===== config.mk =====
export PLATFORM = sky130hd
export DESIGN_NAME = mem_bus_arbiter_flat
export DESIGN_NICKNAME = d
export VERILOG_FILES = /design/src/rtl/mem_bus_arbiter_if.sv /design/src/rtl/mem_bus_arbiter.sv /design/src/flat_wrapper.sv
export SDC_FILE = /design/constraint.sdc
export NUM_CORES = 1
export LEC_CHECK = 0
export ABC_AREA = 1
export BUFFER_PORTS_ARGS = -buffer_cell sky130_fd_sc_hd__buf_2
export CORE_AREA = 5 5 355 357
export DETAILED_ROUTE_END_ITERATION = 8
export DIE_AREA = 0 0 360 362
export HOLD_SLACK_MARGIN = 0.08
export PLACE_DENSITY = 0.36
export SYNTH_ARGS = -nofsm -noshare
export SYNTH_HDL_FRONTEND = slang
export SYNTH_SLANG_ARGS = --single-unit
export TNS_END_PERCENT = 30

===== constraint.sdc =====
create_clock -name clk -period 2.1 [get_ports clk]
set_input_delay 0.315 -clock clk [delete_from_list [all_inputs] [get_ports clk]]
set_output_delay 0.315 -clock clk [all_outputs]
set_load 0.005 [all_outputs]

===== src/rtl/mem_bus_arbiter_if.sv =====
// Bundle between the two requesters, the arbiter and the memory controller app_* port.
// The arbiter takes the slave view; the requesters and controller model take the master view.
interface mem_bus_arbiter_if #(
  parameter int ADDR_W = 28,
  parameter int DATA_W = 128
);
  localparam int MASK_W = DATA_W / 8;

  logic              core_bus_en;

  logic              p0_valid;
  logic              p0_ready;
  logic              p0_cmd;
  logic [ADDR_W-1:0] p0_addr;
  logic [DATA_W-1:0] p0_wdata;
  logic [MASK_W-1:0] p0_wmask;
  logic [DATA_W-1:0] p0_rdata;
  logic              p0_rvalid;
  logic              p0_rerr;

  logic              p1_valid;
  logic              p1_ready;
  logic              p1_cmd;
  logic [ADDR_W-1:0] p1_addr;
  logic [DATA_W-1:0] p1_wdata;
  logic [MASK_W-1:0] p1_wmask;
  logic [DATA_W-1:0] p1_rdata;
  logic              p1_rvalid;
  logic              p1_rerr;

  logic [ADDR_W-1:0] app_addr;
  logic [2:0]        app_cmd;
  logic              app_en;
  logic [DATA_W-1:0] app_wdf_data;
  logic              app_wdf_end;
  logic [MASK_W-1:0] app_wdf_mask;
  logic              app_wdf_wren;
  logic              app_rdy;
  logic              app_wdf_rdy;
  logic [DATA_W-1:0] app_rd_data;
  logic              app_rd_data_valid;
  logic              app_rd_data_end;

  modport slave (
    input  core_bus_en,
    input  p0_valid, p0_cmd, p0_addr, p0_wdata, p0_wmask,
    output p0_ready, p0_rdata, p0_rvalid, p0_rerr,
    input  p1_valid, p1_cmd, p1_addr, p1_wdata, p1_wmask,
    output p1_ready, p1_rdata, p1_rvalid, p1_rerr,
    output app_addr, app_cmd, app_en, app_wdf_data, app_wdf_end, app_wdf_mask, app_wdf_wren,
    input  app_rdy, app_wdf_rdy, app_rd_data, app_rd_data_valid, app_rd_data_end
  );

  modport master (
    output core_bus_en,
    output p0_valid, p0_cmd, p0_addr, p0_wdata, p0_wmask,
    input  p0_ready, p0_rdata, p0_rvalid, p0_rerr,
    output p1_valid, p1_cmd, p1_addr, p1_wdata, p1_wmask,
    input  p1_ready, p1_rdata, p1_rvalid, p1_rerr,
    input  app_addr, app_cmd, app_en, app_wdf_data, app_wdf_end, app_wdf_mask, app_wdf_wren,
    output app_rdy, app_wdf_rdy, app_rd_data, app_rd_data_valid, app_rd_data_end
  );
endinterface


===== src/rtl/mem_bus_arbiter.sv =====
// Two-port round-robin arbiter in front of the DDR app_* interface: one transaction
// in flight, read beats routed to the issuing port, read-return watchdog.
module mem_bus_arbiter #(
  parameter int ADDR_W  = 28,
  parameter int DATA_W  = 128,
  parameter int TIMEOUT = 1023
) (
  input logic             clk,
  input logic             resetn,
  mem_bus_arbiter_if.slave bus
);
  localparam int MASK_W = DATA_W / 8;
  localparam int WD_W   = (TIMEOUT > 1) ? $clog2(TIMEOUT + 1) : 1;

  typedef enum logic [1:0] {
    ST_IDLE   = 2'd0,
    ST_ISSUE  = 2'd1,
    ST_RDWAIT = 2'd2
  } state_t;

  state_t r_state;
  state_t w_state_next;

  logic              r_last_grant;
  logic              r_grant;
  logic              r_cmd;
  logic [ADDR_W-1:0] r_addr;
  logic [DATA_W-1:0] r_wdata;
  logic [MASK_W-1:0] r_wmask;
  logic              r_cmd_done;
  logic              r_data_done;
  logic [WD_W-1:0]   r_wdog;

  logic [1:0] w_elig;
  logic       w_any_elig;
  logic       w_pick;
  logic       w_cmd_acc;
  logic       w_data_acc;
  logic       w_cmd_done_next;
  logic       w_data_done_next;
  logic       w_beat;
  logic       w_beat_last;
  logic       w_wdog_expire;
  logic       w_timeout;

  // Port 1 is only eligible while sys_ctrl has handed the bus to the core.
  assign w_elig     = {bus.p1_valid & bus.core_bus_en, bus.p0_valid};
  assign w_any_elig = |w_elig;
  assign w_pick     = (&w_elig) ? ~r_last_grant : w_elig[1];

  assign w_cmd_acc        = (r_state == ST_ISSUE) && !r_cmd_done && bus.app_rdy;
  assign w_data_acc       = (r_state == ST_ISSUE) && !r_cmd && !r_data_done && bus.app_wdf_rdy;
  assign w_cmd_done_next  = r_cmd_done | w_cmd_acc;
  assign w_data_done_next = r_data_done | w_data_acc;

  // Beats arriving outside RDWAIT belong to nobody and are dropped here.
  assign w_beat        = (r_state == ST_RDWAIT) && bus.app_rd_data_valid;
  assign w_beat_last   = w_beat && bus.app_rd_data_end;
  assign w_wdog_expire = (TIMEOUT != 0) && (r_wdog == WD_W'(TIMEOUT - 1));
  assign w_timeout     = (r_state == ST_RDWAIT) && w_wdog_expire && !w_beat_last;

  always_ff @(posedge clk or negedge resetn) begin
    if (!resetn) begin
      r_state <= ST_IDLE;
    end else begin
      r_state <= w_state_next;
    end
  end

  always_comb begin
    w_state_next = r_state;
    case (r_state)
      ST_IDLE: begin
        if (w_any_elig) begin
          w_state_next = ST_ISSUE;
        end
      end
      ST_ISSUE: begin
        if (r_cmd) begin
          if (w_cmd_acc) begin
            w_state_next = ST_RDWAIT;
          end
        end else if (w_cmd_done_next && w_data_done_next) begin
          w_state_next = ST_IDLE;
        end
      end
      ST_RDWAIT: begin
        if (w_beat_last || w_timeout) begin
          w_state_next = ST_IDLE;
        end
      end
      default: w_state_next = ST_IDLE;
    endcase
  end

  always_ff @(posedge clk or negedge resetn) begin
    if (!resetn) begin
      r_last_grant <= 1'b1;
      r_grant      <= 1'b0;
      r_cmd        <= 1'b0;
      r_addr       <= '0;
      r_wdata      <= '0;
      r_wmask      <= '0;
      r_cmd_done   <= 1'b0;
      r_data_done  <= 1'b0;
      r_wdog       <= '0;
    end else begin
      case (r_state)
        ST_IDLE: begin
          if (w_any_elig) begin
            r_grant      <= w_pick;
            r_last_grant <= w_pick;
            r_cmd        <= w_pick ? bus.p1_cmd   : bus.p0_cmd;
            r_addr       <= w_pick ? bus.p1_addr  : bus.p0_addr;
            r_wdata      <= w_pick ? bus.p1_wdata : bus.p0_wdata;
            r_wmask      <= w_pick ? bus.p1_wmask : bus.p0_wmask;
            r_cmd_done   <= 1'b0;
            r_data_done  <= 1'b0;
          end
        end
        ST_ISSUE: begin
          r_cmd_done  <= w_cmd_done_next;
          r_data_done <= w_data_done_next;
          r_wdog      <= '0;
        end
        ST_RDWAIT: begin
          r_wdog <= r_wdog + 1'b1;
        end
        default: ;
      endcase
    end
  end

  // Command and write-data channels handshake independently; each drops once seen.
  assign bus.app_en       = (r_state == ST_ISSUE) && !r_cmd_done;
  assign bus.app_wdf_wren = (r_state == ST_ISSUE) && !r_cmd && !r_data_done;
  assign bus.app_wdf_end  = bus.app_wdf_wren;
  assign bus.app_cmd      = {2'b00, r_cmd};
  assign bus.app_addr     = r_addr;
  assign bus.app_wdf_data = r_wdata;
  assign bus.app_wdf_mask = r_wmask;

  for (genvar gi = 0; gi < 2; gi++) begin : g_port
    logic              r_ready;
    logic              r_rvalid;
    logic              r_rerr;
    logic [DATA_W-1:0] r_rdata;
    logic              w_sel;

    assign w_sel = (r_grant == 1'(gi));

    always_ff @(posedge clk or negedge resetn) begin
      if (!resetn) begin
        r_ready  <= 1'b0;
        r_rvalid <= 1'b0;
        r_rerr   <= 1'b0;
        r_rdata  <= '0;
      end else begin
        r_ready  <= (r_state == ST_IDLE) && w_any_elig && (w_pick == 1'(gi));
        r_rvalid <= w_beat && w_sel;
        r_rerr   <= w_timeout && w_sel;
        if (w_beat && w_sel) begin
          r_rdata <= bus.app_rd_data;
        end
      end
    end
  end

  assign bus.p0_ready  = g_port[0].r_ready;
  assign bus.p0_rvalid = g_port[0].r_rvalid;
  assign bus.p0_rerr   = g_port[0].r_rerr;
  assign bus.p0_rdata  = g_port[0].r_rdata;
  assign bus.p1_ready  = g_port[1].r_ready;
  assign bus.p1_rvalid = g_port[1].r_rvalid;
  assign bus.p1_rerr   = g_port[1].r_rerr;
  assign bus.p1_rdata  = g_port[1].r_rdata;
endmodule


===== src/flat_wrapper.sv =====
// flat-port wrapper written by rule: the top's interface ports become plain ports
module mem_bus_arbiter_flat 
#(
  parameter int ADDR_W  = 28,
  parameter int DATA_W  = 128,
  parameter int TIMEOUT = 1023
)
  (clk, resetn, bus_core_bus_en, bus_p0_valid, bus_p0_cmd, bus_p0_addr, bus_p0_wdata, bus_p0_wmask, bus_p0_ready, bus_p0_rdata, bus_p0_rvalid, bus_p0_rerr, bus_p1_valid, bus_p1_cmd, bus_p1_addr, bus_p1_wdata, bus_p1_wmask, bus_p1_ready, bus_p1_rdata, bus_p1_rvalid, bus_p1_rerr, bus_app_addr, bus_app_cmd, bus_app_en, bus_app_wdf_data, bus_app_wdf_end, bus_app_wdf_mask, bus_app_wdf_wren, bus_app_rdy, bus_app_wdf_rdy, bus_app_rd_data, bus_app_rd_data_valid, bus_app_rd_data_end);
  mem_bus_arbiter_if #(.ADDR_W(ADDR_W), .DATA_W(DATA_W)) bus_i ();
  input logic clk;
  input logic resetn;
  input wire logic [$bits(bus_i.core_bus_en)-1:0] bus_core_bus_en;
  input wire logic [$bits(bus_i.p0_valid)-1:0] bus_p0_valid;
  input wire logic [$bits(bus_i.p0_cmd)-1:0] bus_p0_cmd;
  input wire logic [$bits(bus_i.p0_addr)-1:0] bus_p0_addr;
  input wire logic [$bits(bus_i.p0_wdata)-1:0] bus_p0_wdata;
  input wire logic [$bits(bus_i.p0_wmask)-1:0] bus_p0_wmask;
  output wire logic [$bits(bus_i.p0_ready)-1:0] bus_p0_ready;
  output wire logic [$bits(bus_i.p0_rdata)-1:0] bus_p0_rdata;
  output wire logic [$bits(bus_i.p0_rvalid)-1:0] bus_p0_rvalid;
  output wire logic [$bits(bus_i.p0_rerr)-1:0] bus_p0_rerr;
  input wire logic [$bits(bus_i.p1_valid)-1:0] bus_p1_valid;
  input wire logic [$bits(bus_i.p1_cmd)-1:0] bus_p1_cmd;
  input wire logic [$bits(bus_i.p1_addr)-1:0] bus_p1_addr;
  input wire logic [$bits(bus_i.p1_wdata)-1:0] bus_p1_wdata;
  input wire logic [$bits(bus_i.p1_wmask)-1:0] bus_p1_wmask;
  output wire logic [$bits(bus_i.p1_ready)-1:0] bus_p1_ready;
  output wire logic [$bits(bus_i.p1_rdata)-1:0] bus_p1_rdata;
  output wire logic [$bits(bus_i.p1_rvalid)-1:0] bus_p1_rvalid;
  output wire logic [$bits(bus_i.p1_rerr)-1:0] bus_p1_rerr;
  output wire logic [$bits(bus_i.app_addr)-1:0] bus_app_addr;
  output wire logic [$bits(bus_i.app_cmd)-1:0] bus_app_cmd;
  output wire logic [$bits(bus_i.app_en)-1:0] bus_app_en;
  output wire logic [$bits(bus_i.app_wdf_data)-1:0] bus_app_wdf_data;
  output wire logic [$bits(bus_i.app_wdf_end)-1:0] bus_app_wdf_end;
  output wire logic [$bits(bus_i.app_wdf_mask)-1:0] bus_app_wdf_mask;
  output wire logic [$bits(bus_i.app_wdf_wren)-1:0] bus_app_wdf_wren;
  input wire logic [$bits(bus_i.app_rdy)-1:0] bus_app_rdy;
  input wire logic [$bits(bus_i.app_wdf_rdy)-1:0] bus_app_wdf_rdy;
  input wire logic [$bits(bus_i.app_rd_data)-1:0] bus_app_rd_data;
  input wire logic [$bits(bus_i.app_rd_data_valid)-1:0] bus_app_rd_data_valid;
  input wire logic [$bits(bus_i.app_rd_data_end)-1:0] bus_app_rd_data_end;
  assign bus_i.core_bus_en = bus_core_bus_en;
  assign bus_i.p0_valid = bus_p0_valid;
  assign bus_i.p0_cmd = bus_p0_cmd;
  assign bus_i.p0_addr = bus_p0_addr;
  assign bus_i.p0_wdata = bus_p0_wdata;
  assign bus_i.p0_wmask = bus_p0_wmask;
  assign bus_p0_ready = bus_i.p0_ready;
  assign bus_p0_rdata = bus_i.p0_rdata;
  assign bus_p0_rvalid = bus_i.p0_rvalid;
  assign bus_p0_rerr = bus_i.p0_rerr;
  assign bus_i.p1_valid = bus_p1_valid;
  assign bus_i.p1_cmd = bus_p1_cmd;
  assign bus_i.p1_addr = bus_p1_addr;
  assign bus_i.p1_wdata = bus_p1_wdata;
  assign bus_i.p1_wmask = bus_p1_wmask;
  assign bus_p1_ready = bus_i.p1_ready;
  assign bus_p1_rdata = bus_i.p1_rdata;
  assign bus_p1_rvalid = bus_i.p1_rvalid;
  assign bus_p1_rerr = bus_i.p1_rerr;
  assign bus_app_addr = bus_i.app_addr;
  assign bus_app_cmd = bus_i.app_cmd;
  assign bus_app_en = bus_i.app_en;
  assign bus_app_wdf_data = bus_i.app_wdf_data;
  assign bus_app_wdf_end = bus_i.app_wdf_end;
  assign bus_app_wdf_mask = bus_i.app_wdf_mask;
  assign bus_app_wdf_wren = bus_i.app_wdf_wren;
  assign bus_i.app_rdy = bus_app_rdy;
  assign bus_i.app_wdf_rdy = bus_app_wdf_rdy;
  assign bus_i.app_rd_data = bus_app_rd_data;
  assign bus_i.app_rd_data_valid = bus_app_rd_data_valid;
  assign bus_i.app_rd_data_end = bus_app_rd_data_end;
  mem_bus_arbiter #(.ADDR_W(ADDR_W), .DATA_W(DATA_W), .TIMEOUT(TIMEOUT)) u_core (.clk(clk), .resetn(resetn), .bus(bus_i));
endmodule

After elaboration in Yosys (flattened, before gate mapping)
Cells that the tools add are included.
{"block": "totals", "regBits": 451, "in_bits": 483}
{"block": "op_classes", "addsub": 1, "n_eq_ne": 7, "n_mux": 15, "bitwise": 6, "reduce_logical": 30}
{"operator": "$mux W128", "count": 1}
{"operator": "$mux W28", "count": 1}
{"operator": "$pmux W10 S2", "count": 1}
{"operator": "$logic_and A1 B1 Y1", "count": 17}
{"operator": "$mux W16", "count": 1}
{"operator": "$add A10 B1 Y10 const B", "count": 1}
{"operator": "$eq A10 B10 Y1 const B", "count": 1}
{"operator": "$mux W2", "count": 5}
{"operator": "$pmux W2 S3", "count": 1}
{"operator": "$reduce_and A2 Y1", "count": 3}
{"operator": "$logic_not A1 Y1", "count": 4}
{"operator": "$pmux W1 S2", "count": 2}
{"operator": "$reduce_and A4 Y1", "count": 1}
{"operator": "$reduce_bool A2 Y1", "count": 2}
{"operator": "$mux W1", "count": 3}
{"operator": "$ne A3 B2 Y1 const B", "count": 1}
{"operator": "$ne A3 B3 Y1 const B", "count": 1}
{"operator": "$not A1 Y1", "count": 3}
{"operator": "$eq A2 B1 Y1 const B", "count": 1}
{"operator": "$eq A2 B2 Y1 const B", "count": 1}
{"operator": "$logic_not A2 Y1", "count": 1}
{"operator": "$ne A2 B1 Y1 const B", "count": 1}
{"operator": "$ne A2 B2 Y1 const B", "count": 1}
{"operator": "$or A1 B1 Y1", "count": 2}
{"operator": "3 further kinds", "count": 3}

Depth between registers and ports, before layout
{"block": "logic_depth", "depth_word": 9, "ltp_mapped": 10, "depth_no_buf": 10}

Worst setup path before layout
OpenSTA, ideal clock, no wires.
{"block": "synth_path", "path_kind": "reg2out", "from": "register u_core.r_state[1]", "to": "output bus_app_wdf_wren", "arrival_ps": 1165, "required_ps": 1785, "setup_slack_ps": 620, "path_stages_with_launch": 6, "n_path_buf": 1, "cell_sequence": "dfrtp_1 > inv_1 > ha_1 > inv_1 > nor3_1 > buf_4"}
{"block": "synth_between", "elab_chain_cells": 3}
{"item": "start, declared", "line_no": "mem_bus_arbiter.sv:21", "rtl": "state_t r_state;"}
{"item": "start signal, assigned", "line_no": "mem_bus_arbiter.sv:66", "rtl": "r_state <= w_state_next;"}
{"item": "$eq A2 B1 Y1", "line_no": "mem_bus_arbiter.sv:136", "rtl": "assign bus.app_wdf_wren = (r_state == ST_ISSUE) && !r_cmd && !r_data_done;"}
{"item": "$logic_and A1 B1 Y1 (2 in series)", "line_no": "mem_bus_arbiter.sv:136"}
{"item": "end, declared", "line_no": "flat_wrapper.sv:37", "rtl": "output wire logic [$bits(bus_i.app_wdf_wren)-1:0] bus_app_wdf_wren;"}
Every way passes these cells.

Final worst setup path
{"block": "layout_path", "from": "register u_core.r_state[1]", "to": "output bus_app_wdf_end"}
{"block": "layout_between", "elab_chain_cells": 3}
{"item": "$eq A2 B1 Y1", "line_no": "mem_bus_arbiter.sv:136"}
{"item": "$logic_and A1 B1 Y1 (2 in series)", "line_no": "mem_bus_arbiter.sv:136"}
{"item": "end, declared", "line_no": "flat_wrapper.sv:35", "rtl": "output wire logic [$bits(bus_i.app_wdf_end)-1:0] bus_app_wdf_end;"}
Every way passes these cells.

==> flow_metrics.py <==
metrics = {
    "route": {
        "antenna_left": 0,
        "drc": 0,
        "wl_per_cell_um": 18.9,
        "dr.pass1.iters": 5,
        "dr_total_vias": 19204,
        "routed_wl_um": 96700,
        "drt-initial-drc-count": 1175,
        "via_per_inst": 3.74,
    },
    "placed_design": {
        "placed_area_um2": 25000,
        "detailed_place_hpwl_um": 75900,
        "portBuffers": 920,
        "gp_congestion": 0.811,
    },
    "grt": {
        "gr-usage-all-layers_pct": 14.3,
        "grt_first_pass_wirelength_um": 140000,
        "grt_max_degree": 116,
        "antenna_found_initial": 27,
        "grt_pass1_vias": 20376,
        "overflow": 0,
    },
    "synth": {
        "synthesis.instances": 2028,
        "syn_area_um2": 18100,
        "synth_cell_types": 26,
        "syn_area_per_cell_um2": 8.94,
        "synth_area_leaders": "dfrtp_1, nand2_1, nand3_1",
        "synth_top_cell_by_area": "dfrtp_1",
        "synth_edf_count": 0,
        "ys_warn_count": 0,
        "synth_seq_cells": 451,
        "synth-async-reset-ratio_pct": 100,
        "synth_top_cell_area_share_pct": 62.1,
        "yosysSeqAreaShare_pct": 62.2,
        "dominantRegCellSynth": "dfrtp_1",
    },
    "setup_path": {
        "slowest_delay_ps": 400,
        "crit_type": "reg -> out",
        "worstPathArrival_ps": 1650,
        "required_ps": 1780,
        "worstSetupStartpointType": "flop",
        "cp_slowest_cell": "dfrtp_1",
        "endpoint_kind": "primary output",
        "crit_chain": "inv_2 -> ha_4 -> inv_2 -> nor3_4 -> buf_2",
        "cp_max_fo": 7,
        "crit_top_cell": "inv_2",
    },
    "floorplanning": {
        "dieArea_um2": 130000,
        "core_area_um2": 123000,
        "die_w_um": 360,
        "num_rows": 129,
        "fp.dieH_um": 362,
        "start_util_pct": 14.8,
        "pin_count": 923,
    },
    "timing": {
        "relSlewSlack_pct": 49.2,
        "rsz0062_at_grt": "false",
        "finalSetupViolations": 0,
        "hold_viol_final": 0,
        "worst_pin_slew_ps": 762,
        "finalSetupTns_ps": 0,
        "max_freq_ghz": 0.509,
        "maxSlewViolCount": 0,
        "clock_skew_ps": 27.2,
        "period_needed_ps": 1960,
        "fin_crit_sh_pct": 93.5,
    },
    "clocking": {
        "clk_pin_slew_worst_paths_ps": 50,
        "cts_sinks": 451,
        "cts_buffers": 57,
        "cts_tree": "yes",
        "clkLatencyLatePin_ps": 620,
        "cts_root_buffer": "clkbuf_16",
        "htreeDepth": 2,
        "clockBufferDepth": 3,
    },
    "cells_and_area": {
        "area_growth_pct": 74.8,
        "design_area_um2": 31700,
        "drive_above_1_share_pct": 31.5,
        "nets": 3930,
        "fillCellCount": 13457,
        "most-common-layout-cells": "buf_2, nand2_1, dlygate4sd3_1",
        "final_common_cell": "buf_2",
        "final_core_util_pct": 25.8,
    },
    "pwr": {
        "p_total_mw": 38.8,
        "power.internal_mw": 24.7,
        "ir_drop_mv": 0.570,
        "p_leak_nw": 16.4,
        "p_sw_mw": 14.1,
        "clkPwrFrac_pct": 25.1,
        "sw_frac_of_total_pct": 36.3,
        "p_comb_share_pct": 35.5,
        "seq_power_share_pct": 39.3,
        "powerDensity_nw_per_um2": 1220,
    },
    "flow_run": {
        "maxCapViolCount": 0,
    },
    "status": {
        "status": "completed",
    },
    "worst_hold_path": {
        "holdCritPathClass": "in -> reg",
    },
}
## metrics by stage
stage	setup slack (ps)	instances	hold WS (ps)
3_3_place_gp	174	4543	364
4_1_cts	21.0	5118	115
2_1_floorplan	620	2029	19.4
6_report	136	5129	147
3_5_place_dp	150	4543	359
5_1_grt	14.2	5125	134
## cell families (layout without fill, tap and decap cells)
logic type / count (synthesis) / count (layout) / synth area share (%)
flip-flops: 451 / 451 / 62.2
AO/OA/AOI/OAI: 275 / 275 / 7.64
AND/OR/NAND/NOR: 1023 / 1023 / 22.7
adder cells (fa/ha/maj): 5 / 5 / 0.345
other: 1 / 13 / 0.0207
buffers and inverters: 273 / 1725 / 7.09
## worst paths after layout
kind                                         start                     endpoint  slack (ps)  depth (start not counted)
max reg2reg                      u_core.r_state[0]  u_core.bus.app_wdf_data[98]         220                          9
max                              u_core.r_state[1]              bus_app_wdf_end         140                          5
min reg2reg                u_core.bus.p1_rdata[20]      u_core.bus.p1_rdata[20]         480                          2
max in group asynchronous                   resetn      u_core.bus.p0_rdata[59]        1030                          3
min                               bus_p1_wdata[87]  u_core.bus.app_wdf_data[87]         150                          3
min in group asynchronous                   resetn      u_core.bus.p1_rdata[48]         330                          2
## metal layers
| layer | share of wire, % | track usage, % | up-vias |
|---|---|---|---|
| met3 | 7.8 | 4.71 | 153 |
| li1 | - | - | 9236 |
| met1 | 42 | 17.8 | 9032 |
| met2 | 46 | 23.4 | 773 |
| met5 | 0.070 | 0 | - |
| met4 | 3.3 | 4.65 | 10 |
## sequential cells by signal, summed over array words and instances (netlist names), 2 cells and up
name                     cells
u_core.bus.app_wdf_mask     16
u_core.r_wdog               10
u_core.bus.p1_rdata        128
u_core.bus.app_addr         28
u_core.r_state               2
u_core.bus.p0_rdata        128
u_core.bus.app_wdf_data    128
## cell type report
cell class / count / area, µm² / share of cell area (%)
multi-input combinational: 1305 / 5600 / 17.7
antenna: 11 / 27.5 / 0.0868
sequential: 451 / 11300 / 35.6
inverter: 155 / 607 / 1.91
tap: 1637 / 2050 / 6.46
timing repair buffer: 1472 / 10300 / 32.5
clock inverter: 11 / 121 / 0.383
clock buffer: 87 / 1710 / 5.39
## critical path, delay by kind of cell (launching register included)
family / cells / cell delay (ps)
flip-flops: 1 / 400
AND/OR/NAND/NOR: 1 / 160
buffers and inverters: 3 / 320
adder cells (fa/ha/maj): 1 / 170
## cells in the mapped netlist (all sizes together) (5+ instances only)
cell / instances
nor2: 20
nand4: 5
dfrtp: 450
a21oi: 5
buf: 105
nand2: 809
nor3: 5
clkbuf: 13
ha: 5
inv: 155
nand3: 184
o21ai: 266
## power groups by stage
stage / clock (mW) / sequential, mW / combinational [mW]
floorplan: 0 / 15.2 / 5.14
global placement: 0 / 15.4 / 13.3
detailed placement: 0 / 15.3 / 13.4
CTS: 10.2 / 15.3 / 14.2
global route: 10.5 / 15.7 / 15.5
finish: 9.74 / 15.3 / 13.8
## timing repair
item | CTS | global route
pin swaps | 1 | 1
endpoints found under the setup margin | 3 | 17
setup buffers | 0 | 0
hold buffers | 477 | 0
hold endpoints to repair | 460 | 0
resized for setup | 6 | 1
(Power assumes the default switching activity.)
